### config.mk
export PLATFORM = sky130hd
export DESIGN_NAME = digest_serializer_flat
export DESIGN_NICKNAME = d
export VERILOG_FILES = /design/src/rtl/digest_serializer_if.sv /design/src/rtl/digest_serializer.sv /design/src/flat_wrapper.sv
export SDC_FILE = /design/constraint.sdc
export NUM_CORES = 2
export LEC_CHECK = 0
export ABC_AREA = 0
export CORE_MARGIN = 2
export CORE_UTILIZATION = 34
export DETAILED_ROUTE_END_ITERATION = 10
export PLACE_DENSITY_LB_ADDON = 0.15
export SLEW_MARGIN = 20
export SYNTH_ARGS = -nofsm -noshare
export SYNTH_HDL_FRONTEND = slang
export SYNTH_SLANG_ARGS = --single-unit
### constraint.sdc
create_clock -name clk -period 3.1 [get_ports clk]
set_clock_uncertainty 0.1 [all_clocks]
set_input_delay 0.31 -clock clk [delete_from_list [all_inputs] [get_ports clk]]
set_output_delay 0.31 -clock clk [all_outputs]
set_load 0.005 [all_outputs]
### src/rtl/digest_serializer_if.sv
// Output word stream of the digest serializer: valid/ready handshake carrying
// one WORD_W-bit word, its byte-valid mask and an end-of-digest marker.
interface digest_serializer_if #(
  parameter int WORD_W = 32
);
  logic [WORD_W-1:0]   dout;
  logic [WORD_W/8-1:0] dout_keep;
  logic                dout_valid;
  logic                dout_ready;
  logic                dout_last;

  modport master (
    output dout,
    output dout_keep,
    output dout_valid,
    output dout_last,
    input  dout_ready
  );

  modport slave (
    input  dout,
    input  dout_keep,
    input  dout_valid,
    input  dout_last,
    output dout_ready
  );
endinterface

### src/rtl/digest_serializer.sv
// Captures a truncated SHAKE256 digest and streams its first L bits as
// little-endian WORD_W-bit words. Optional sticky overrun flag: SER_OVERRUN_FLAG_EN.
module digest_serializer #(
  parameter int MAX_L  = 512,
  parameter int WORD_W = 32,
  parameter int LEN_W  = 10
) (
  input  logic                clk,
  input  logic                reset,
  input  logic                i_truncate_done,
  input  logic [MAX_L-1:0]    i_y,
  input  logic [LEN_W-1:0]    i_out_len,
  digest_serializer_if.master m_out,
  output logic                o_busy,
  output logic                o_ser_done,
  output logic                o_overrun
);

  localparam int NW_MAX = MAX_L / WORD_W;
  localparam int IDX_W  = $clog2(NW_MAX) + 1;
  localparam int KEEP_W = WORD_W / 8;

  typedef enum logic [1:0] {
    S_IDLE,
    S_SEND,
    S_DONE
  } state_t;

  function automatic logic [MAX_L-1:0] len_mask(input logic [LEN_W-1:0] lc);
    logic [MAX_L-1:0] m;
    for (int i = 0; i < MAX_L; i++) begin
      m[i] = (i < int'(lc));
    end
    return m;
  endfunction

  function automatic logic [KEEP_W-1:0] keep_of(input logic [LEN_W-1:0] rem);
    logic [KEEP_W-1:0] k;
    int                nbytes;
    nbytes = (int'(rem) + 7) / 8;
    for (int j = 0; j < KEEP_W; j++) begin
      k[j] = (j < nbytes);
    end
    return k;
  endfunction

  state_t             r_state;
  logic [MAX_L-1:0]   r_shift;
  logic [IDX_W-1:0]   r_idx;
  logic [IDX_W-1:0]   r_lastidx;
  logic [KEEP_W-1:0]  r_last_keep;
  logic [WORD_W-1:0]  r_dout;
  logic [KEEP_W-1:0]  r_keep;
  logic               r_valid;
  logic               r_last;
  logic               r_busy;
  logic               r_ser_done;

  logic [LEN_W-1:0]   w_lc;
  logic [LEN_W-1:0]   w_rem;
  logic [IDX_W-1:0]   w_lastidx;
  logic [KEEP_W-1:0]  w_last_keep;
  logic [MAX_L-1:0]   w_ymask;
  logic [MAX_L-1:0]   w_shift_nx;
  logic [IDX_W-1:0]   w_idx_nx;
  logic               w_xfer;

  // Length clamp and last-word geometry; only meaningful when w_lc > 0.
  assign w_lc        = (i_out_len > LEN_W'(MAX_L)) ? LEN_W'(MAX_L) : i_out_len;
  assign w_rem       = ((w_lc - LEN_W'(1)) % LEN_W'(WORD_W)) + LEN_W'(1);
  assign w_lastidx   = IDX_W'((w_lc - LEN_W'(1)) / LEN_W'(WORD_W));
  assign w_last_keep = keep_of(w_rem);
  assign w_ymask     = i_y & len_mask(w_lc);

  assign w_shift_nx  = r_shift >> WORD_W;
  assign w_idx_nx    = r_idx + IDX_W'(1);
  assign w_xfer      = r_valid && m_out.dout_ready;

  always_ff @(posedge clk) begin
    if (reset) begin
      r_state     <= S_IDLE;
      r_shift     <= '0;
      r_idx       <= '0;
      r_lastidx   <= '0;
      r_last_keep <= '0;
      r_dout      <= '0;
      r_keep      <= '0;
      r_valid     <= 1'b0;
      r_last      <= 1'b0;
      r_busy      <= 1'b0;
      r_ser_done  <= 1'b0;
    end else begin
      r_ser_done <= 1'b0;
      case (r_state)
        S_IDLE, S_DONE: begin
          if (i_truncate_done) begin
            r_shift     <= w_ymask;
            r_idx       <= '0;
            r_lastidx   <= w_lastidx;
            r_last_keep <= w_last_keep;
            if (w_lc == '0) begin
              r_state    <= S_DONE;
              r_busy     <= 1'b0;
              r_ser_done <= 1'b1;
            end else begin
              r_state <= S_SEND;
              r_busy  <= 1'b1;
              r_valid <= 1'b1;
              r_dout  <= w_ymask[WORD_W-1:0];
              r_last  <= (w_lastidx == '0);
              r_keep  <= (w_lastidx == '0) ? w_last_keep : '1;
            end
          end else begin
            r_state <= S_IDLE;
            r_busy  <= 1'b0;
          end
        end
        S_SEND: begin
          // Index stops at the last word, so it can never wrap.
          if (w_xfer) begin
            if (r_last) begin
              r_state    <= S_DONE;
              r_valid    <= 1'b0;
              r_last     <= 1'b0;
              r_keep     <= '0;
              r_dout     <= '0;
              r_busy     <= 1'b0;
              r_ser_done <= 1'b1;
            end else begin
              r_idx   <= w_idx_nx;
              r_shift <= w_shift_nx;
              r_dout  <= w_shift_nx[WORD_W-1:0];
              r_last  <= (w_idx_nx == r_lastidx);
              r_keep  <= (w_idx_nx == r_lastidx) ? r_last_keep : '1;
            end
          end
        end
        default: begin
          r_state <= S_IDLE;
          r_valid <= 1'b0;
          r_busy  <= 1'b0;
        end
      endcase
    end
  end

`ifdef SER_OVERRUN_FLAG_EN
  logic r_overrun;

  always_ff @(posedge clk) begin
    if (reset) begin
      r_overrun <= 1'b0;
    end else if (r_state == S_SEND && i_truncate_done) begin
      r_overrun <= 1'b1;
    end
  end

  assign o_overrun = r_overrun;
`else
  assign o_overrun = 1'b0;
`endif

  assign m_out.dout       = r_dout;
  assign m_out.dout_keep  = r_keep;
  assign m_out.dout_valid = r_valid;
  assign m_out.dout_last  = r_last;
  assign o_busy           = r_busy;
  assign o_ser_done       = r_ser_done;

endmodule

### src/flat_wrapper.sv
// flat-port wrapper written by rule: the top's interface ports become plain ports
module digest_serializer_flat 
#(
  parameter int MAX_L  = 512,
  parameter int WORD_W = 32,
  parameter int LEN_W  = 10
)
  (clk, reset, i_truncate_done, i_y, i_out_len, o_busy, o_ser_done, o_overrun, m_out_dout, m_out_dout_keep, m_out_dout_valid, m_out_dout_last, m_out_dout_ready);
  digest_serializer_if #(.WORD_W(WORD_W)) m_out_i ();
  input  logic clk;
  input  logic reset;
  input  logic i_truncate_done;
  input  logic [MAX_L-1:0] i_y;
  input  logic [LEN_W-1:0] i_out_len;
  output logic o_busy;
  output logic o_ser_done;
  output logic o_overrun;
  output wire logic [$bits(m_out_i.dout)-1:0] m_out_dout;
  output wire logic [$bits(m_out_i.dout_keep)-1:0] m_out_dout_keep;
  output wire logic [$bits(m_out_i.dout_valid)-1:0] m_out_dout_valid;
  output wire logic [$bits(m_out_i.dout_last)-1:0] m_out_dout_last;
  input wire logic [$bits(m_out_i.dout_ready)-1:0] m_out_dout_ready;
  assign m_out_dout = m_out_i.dout;
  assign m_out_dout_keep = m_out_i.dout_keep;
  assign m_out_dout_valid = m_out_i.dout_valid;
  assign m_out_dout_last = m_out_i.dout_last;
  assign m_out_i.dout_ready = m_out_dout_ready;
  digest_serializer #(.MAX_L(MAX_L), .WORD_W(WORD_W), .LEN_W(LEN_W)) u_core (.clk(clk), .reset(reset), .i_truncate_done(i_truncate_done), .i_y(i_y), .i_out_len(i_out_len), .m_out(m_out_i), .o_busy(o_busy), .o_ser_done(o_ser_done), .o_overrun(o_overrun));
endmodule
Yosys cells after proc, flatten, opt, wreduce, memory -nomap -nowiden
Index checks and enable logic that the tools add are counted.
- register bits: 568
- bits of input ports: 526
- word-level logic and storage cells: 599
- add/sub/neg operators: 5
- order comparisons: 517
- equal/unequal tests: 8
- mux-type cells: 44
- bitwise operators: 2
- reduce and logical (&&, ||, !) cells: 12
- operators with widths (kind ; number):
    $lt 9x10->1 const A ; 256
    $mux 512 ; 3
    $lt 8x10->1 const A ; 128
    $pmux 512 s2 ; 1
    $lt 7x10->1 const A ; 64
    $and 512x512->512 ; 1
    $lt 6x10->1 const A ; 32
    $lt 5x10->1 const A ; 16
    $mux 32 ; 4
    $lt 4x10->1 const A ; 8
    $lt 3x32->1 const A ; 2
    $pmux 32 s2 ; 1
    $lt 3x10->1 const A ; 4
    $add 32x1->32 ; 1
    $lt 1x32->1 const A ; 1
    $lt 2x32->1 const A ; 1
    $mux 4 ; 6
    $lt 1x10->1 const A ; 2
    $lt 2x10->1 const A ; 2
    $mux 5 ; 3
    $mux 1 ; 14
    $reduce_and 4->1 ; 3
    $add 10x3->11 const B ; 1
    $gt 10x10->1 const B ; 1
    23 further kinds ; 33

Depth between registers and ports, before layout
- depth after elaboration: 13
- depth in mapped cells: 14
- depth with buffers taken out: 10

Worst setup path after synthesis
OpenSTA, ideal clock, no wires.
- kind: input port to flip-flop
- from: input i_out_len[9]
- to: register u_core.r_last_keep[0]
- library setup time: 130 ps
- arrival: 2938 ps
- data required time: 2870 ps
- path slack: -68 ps
- stages: 14
- path buffers: 4
- cells stage by stage: buf_2 > inv_1 > buf_2 > buf_1 > nand2_1 > ha_1 > clkbuf_1 > and2_1 > a211o_1 > nand2_1 > mux2_2 > o221a_2 > o211ai_1 > o21ai_0
- word-level cells in the longest chain between the ends: 9
- RTL lines (item ; RTL line ; RTL):
    start, declared ; flat_wrapper.sv:14 ; input logic [LEN_W-1:0] i_out_len;
    $gt 10x10->1 * ; digest_serializer.sv:69 ; assign w_lc = (i_out_len > LEN_W'(MAX_L)) ? LEN_W'(MAX_L) : i_out_len;
    $mux 10 * ; digest_serializer.sv:69 ;
    $sub 10x1->10 * ; digest_serializer.sv:70 ; assign w_rem = ((w_lc - LEN_W'(1)) % LEN_W'(WORD_W)) + LEN_W'(1);
    $add 5x1->6 * ; digest_serializer.sv:70 ;
    $add 10x3->11 * ; digest_serializer.sv:40 ; nbytes = (int'(rem) + 7) / 8;
    $reduce_or 3->1 (no source line) ; - ;
    $and 1x1->1 (no source line) ; - ;
    $add 32x1->32 (no source line) * ; - ;
    $lt 1x32->1 * ; digest_serializer.sv:42 ; k[j] = (j < nbytes);
    end signal, assigned ; digest_serializer.sv:100 ; r_last_keep <= w_last_keep;
    end, declared ; digest_serializer.sv:51 ; logic [KEEP_W-1:0] r_last_keep;
Mark *: on every way between the ends. The rest lies on a longest branch, timed or not.
A chain may end at the register's enable or synchronous reset.

Final worst setup path
- from: input i_out_len[2]
- to: register u_core.r_shift[229]
- word-level cells in the longest chain between the ends: 6
- RTL lines (item ; RTL line ; RTL):
    $gt 10x10->1 ; digest_serializer.sv:69 ;
    $mux 10 * ; digest_serializer.sv:69 ;
    $lt 8x10->1 * ; digest_serializer.sv:32 ; m[i] = (i < int'(lc));
    $and 512x512->512 * ; digest_serializer.sv:73 ; assign w_ymask = i_y & len_mask(w_lc);
    $mux 512 * ; digest_serializer.sv:96 ; if (i_truncate_done) begin
    $pmux 512 s2 * ; digest_serializer.sv:94 ; case (r_state)
    end signal, assigned ; digest_serializer.sv:97 ; r_shift <= w_ymask;
    end signal, assigned ; digest_serializer.sv:131 ; r_shift <= w_shift_nx;
    end, declared ; digest_serializer.sv:48 ; logic [MAX_L-1:0] r_shift;
Mark *: on every way between the ends. The rest lies on a longest branch, timed or not. The select of a mux whose other input is x is not followed.

==> results.toml <==
[min_path]
whs_endpoint = "u_core.r_shift[511]"
min_from = "i_out_len[9]"
hold_depth = 4
hold_class = "input pin to flip-flop"

[power_and_ir_drop]
p_total_uw = 18500
p_leak_uw = 0.0118
p_per_area_nw_per_um2 = 509
ir_worst_vdd_mv = 0.464

[logic_synthesis]
synth_area_leaders = "dfxtp_1 42%, o211ai_1 11%, a31oi_1 11%"
synth_compound_area_share_pct = 29.2
yosysWarningCount = 0
synth_top_area_cell = "dfxtp_1"
synthMuxAreaShare_pct = 0.121
synth_edf_count = 0
synth_top_family_by_area = "compound AO/OA/AOI/OAI gates"
synth_cells = 3365
synthSimpleGateAreaFrac_pct = 23.1
synth_top_area_share_pct = 41.6
synth-xor-area-share_pct = 0.339
syn_area_per_cell_um2 = 7.67
yosys.area_share.adder_pct = 0.242
synth-seq-area-share_pct = 41.6
synth_cell_types = 65
async_reset_ff_share_pct = 0
ys_seq_elements = 536
synthFlopType = "dfxtp_1"
syn_nets = 3896
netlist_area_um2 = 25800

[timing]
rsz0062_at_grt = "no"
drv_slew = 0
finalCritPeriodShare_pct = 91.0
finalHoldViolations = 0
finalWorstPathRequiredPeriod_ns = 2.82
fmax_mhz = 354
setup_viol = 0
max_slew_margin_pct = 28.7
tightest_slew_ns = 1.07

[placement]
dpl_cell_area_um2 = 34300
io_buffers = 565
place.gp.congestion = 1.00
placed_cells = 4863
hpwlAfterDp_mm = 118

[setup_path]
endpoint_kind = "flip-flop"
rr_endpoint = "u_core.r_shift[221]"
r2r-start = "u_core.r_state[0]"
cp.arrival_ns = 3.25
path_max_fanout = 15
reg2reg_depth = 7
crit_type = "input pin to flip-flop"
start_kind = "input pin"
rrSetupSlack_ns = 0.61
critPathRequiredTime_ns = 3.53

[floorplanning]
coreArea_um2 = 75600
die_area_um2 = 78200
row_count = 101
io_pins = 567
die_h_um = 280
initial_core_util_pct = 34.2
fp.dieW_um = 280

[finish]
final_cell_area_um2 = 36300
drive_gt1_share_pct = 10.8
final_nets = 4479
final_cells = 4981
utilization_pct = 48.0
multi_input_area_um2 = 13800
fillers = 7602
area_growth_pct = 40.5
register_area_um2 = 10700

[clock_network]
clkLatencyLatePin_ns = 0.65
post_cts_buffers = 0
ctsHtreeMaxLevel = 2
cts.sinks = 536
cts_tree = "done"
numCtsBuffers = 61
clk_pin_slew_worst_paths_ns = 0.06
ctsResizeCount = 0
root_buffer = "clkbuf_16"
cts_buffer_depth = 3
ctsHoldBuffers = 0

[global_route]
antenna_found_initial = 23
grt_max_degree = 136
grt_use_total_pct = 39.2
grt_first_pass_wirelength_mm = 222
grt_pass1_vias = 29700
grt_overflow = 0

[status]
outcome = "completed"

[detailed_routing]
wl_met1_mm = 60.0
drt_iter0_drc = 5148
drt_wl_total_mm = 160
route.met2.wl_mm = 71.1
vias_per_cell = 6.43
drc = 0
vias = 32000
drt_first_pass_iters = 8
drtAntennaViolNets = 0
post_drt_wl_per_cell_um = 32.2
wl_met3_mm = 18.6
highest_layer = "met5"

[flow_run]
drv_cap = 0
==> area by class of cell <==
| class | count | area share, % |
|---|---|---|
| diodes | 13 | 0.0897 |
| multi-input cells | 2475 | 38.0 |
| well taps | 978 | 3.37 |
| inverters | 7 | 0.0724 |
| clock inverters | 17 | 0.538 |
| clock buffers | 88 | 4.91 |
| repair buffers | 867 | 23.5 |
| flip-flops and latches | 536 | 29.6 |
==> flip-flops by register name (all words and copies together) (netlist names) <==
signal,flops
u_core.r_shift,480
u_core.m_out.dout,32
u_core.r_idx,5
u_core.r_lastidx,5
u_core.m_out.dout_keep,4
u_core.r_last_keep,4
u_core.r_state,2
u_core.m_out.dout_last,1
u_core.m_out.dout_valid,1
u_core.o_busy,1
u_core.o_ser_done,1
==> per-stage QoR <==
step	setup WS [ns]	setup TNS, ns	hold WS, ns
detailed placement	-0.223	-0.581	0.346
finish	0.279	0	0.0901
floorplan	0.0132	0	0.332
global route	0.329	0	0.0827
global placement	-0.240	-0.653	0.341
CTS	0.415	0	0.0492
==> routing by layer <==
layer / vias up / GRT usage (%)
met3: 459 / 9.27
met2: 2325 / 60.4
met4: 20 / 23.0
met5: - / 0
met1: 15500 / 50.0
li1: 13700 / -
==> cells in the mapped netlist (all sizes together), types with 2 or more instances <==
| master | count |
|---|---|
| a21oi | 120 |
| dfxtp | 536 |
| a211o | 2 |
| and3 | 4 |
| o311ai | 28 |
| a21o | 3 |
| or4 | 4 |
| nand3 | 482 |
| nor2 | 142 |
| xnor2 | 7 |
| o211ai | 379 |
| ha | 5 |
| a22oi | 15 |
| or3 | 8 |
| a31oi | 446 |
| xor2 | 3 |
| o21ai | 30 |
| nor2b | 12 |
| nand2b | 13 |
| inv | 7 |
| nand2 | 626 |
| o21a | 10 |
| a222oi | 2 |
| buf | 83 |
| or2 | 5 |
| and2 | 8 |
| o31ai | 3 |
| o21bai | 2 |
| a211oi | 20 |
| a311oi | 21 |
| mux2i | 2 |
| and3b | 2 |
| clkbuf | 264 |
| nand3b | 17 |
| a221oi | 4 |
| a32oi | 10 |
| a21boi | 9 |
| nor3 | 16 |
==> power by group <==
group          internal [uW]  leakage, uW  switching (uW)  total, uW
logic                   1480      0.00641            1980       3460
registers               7300      0.00439             293       7590
clock network           4270     0.000977            3140       7410
total                  13100       0.0118            5410      18500
==> worst max-delay path by stage <==
stage | from | endpoint | slack [ns] | cells after the start
after global routing | i_out_len[2] | u_core.r_shift[229] | 0.33 | 11
after floorplan | i_out_len[9] | u_core.r_last_keep[0] | 0.01 | 14
after CTS | i_out_len[2] | u_core.r_shift[229] | 0.42 | 11
after detailed placement | i_out_len[2] | u_core.r_shift[229] | -0.22 | 11
after global placement | i_out_len[2] | u_core.r_shift[229] | -0.24 | 11
final | i_out_len[2] | u_core.r_shift[229] | 0.28 | 11
==> layout by cell type (no fill, tap or decap), types with 11 or more instances in the layout <==
| master | synthesis | layout |
|---|---|---|
| nand2_1 | 624 | 622 |
| clkdlybuf4s50_1 | 0 | 563 |
| dfxtp_1 | 536 | 536 |
| nand3_1 | 482 | 482 |
| a31oi_1 | 446 | 446 |
| o211ai_1 | 379 | 379 |
| buf_4 | 2 | 254 |
| nor2_1 | 140 | 135 |
| a21oi_1 | 117 | 116 |
| clkbuf_16 | 0 | 63 |
| buf_12 | 0 | 48 |
| o21ai_0 | 28 | 28 |
| o311ai_0 | 28 | 28 |
| a311oi_1 | 21 | 21 |
| a211oi_1 | 20 | 20 |
| nand3b_1 | 17 | 17 |
| a22oi_1 | 15 | 15 |
| clkbuf_1 | 264 | 14 |
| diode_2 | 0 | 13 |
| nand2b_1 | 13 | 12 |
| nor3_1 | 13 | 12 |
| clkbuf_8 | 0 | 11 |
==> cells by family (layout without fill, tap and decap cells) <==
| logic type | after synthesis | in the layout |
|---|---|---|
| AOI/OAI and AO/OA | 1110 | 1110 |
| xor gates and xnor gates | 10 | 10 |
| adders and majority gates | 5 | 5 |
| buffers and inverters | 354 | 979 |
| DFF | 536 | 536 |
| muxes | 3 | 3 |
| other | 1 | 14 |
| and+or+nand+nor | 1346 | 1346 |
==> worst max-delay path, cell delays in order <==
cell,delay (ns)
clkdlybuf4s50_1,0.53
buf_4,0.25
nand2b_1,0.29
nor2_1,0.22
buf_4,0.21
nand2_1,0.38
o21ai_0,0.55
buf_4,0.22
nand2_1,0.07
nand3_1,0.11
a31oi_1,0.08
(Power assumes the default switching activity.)
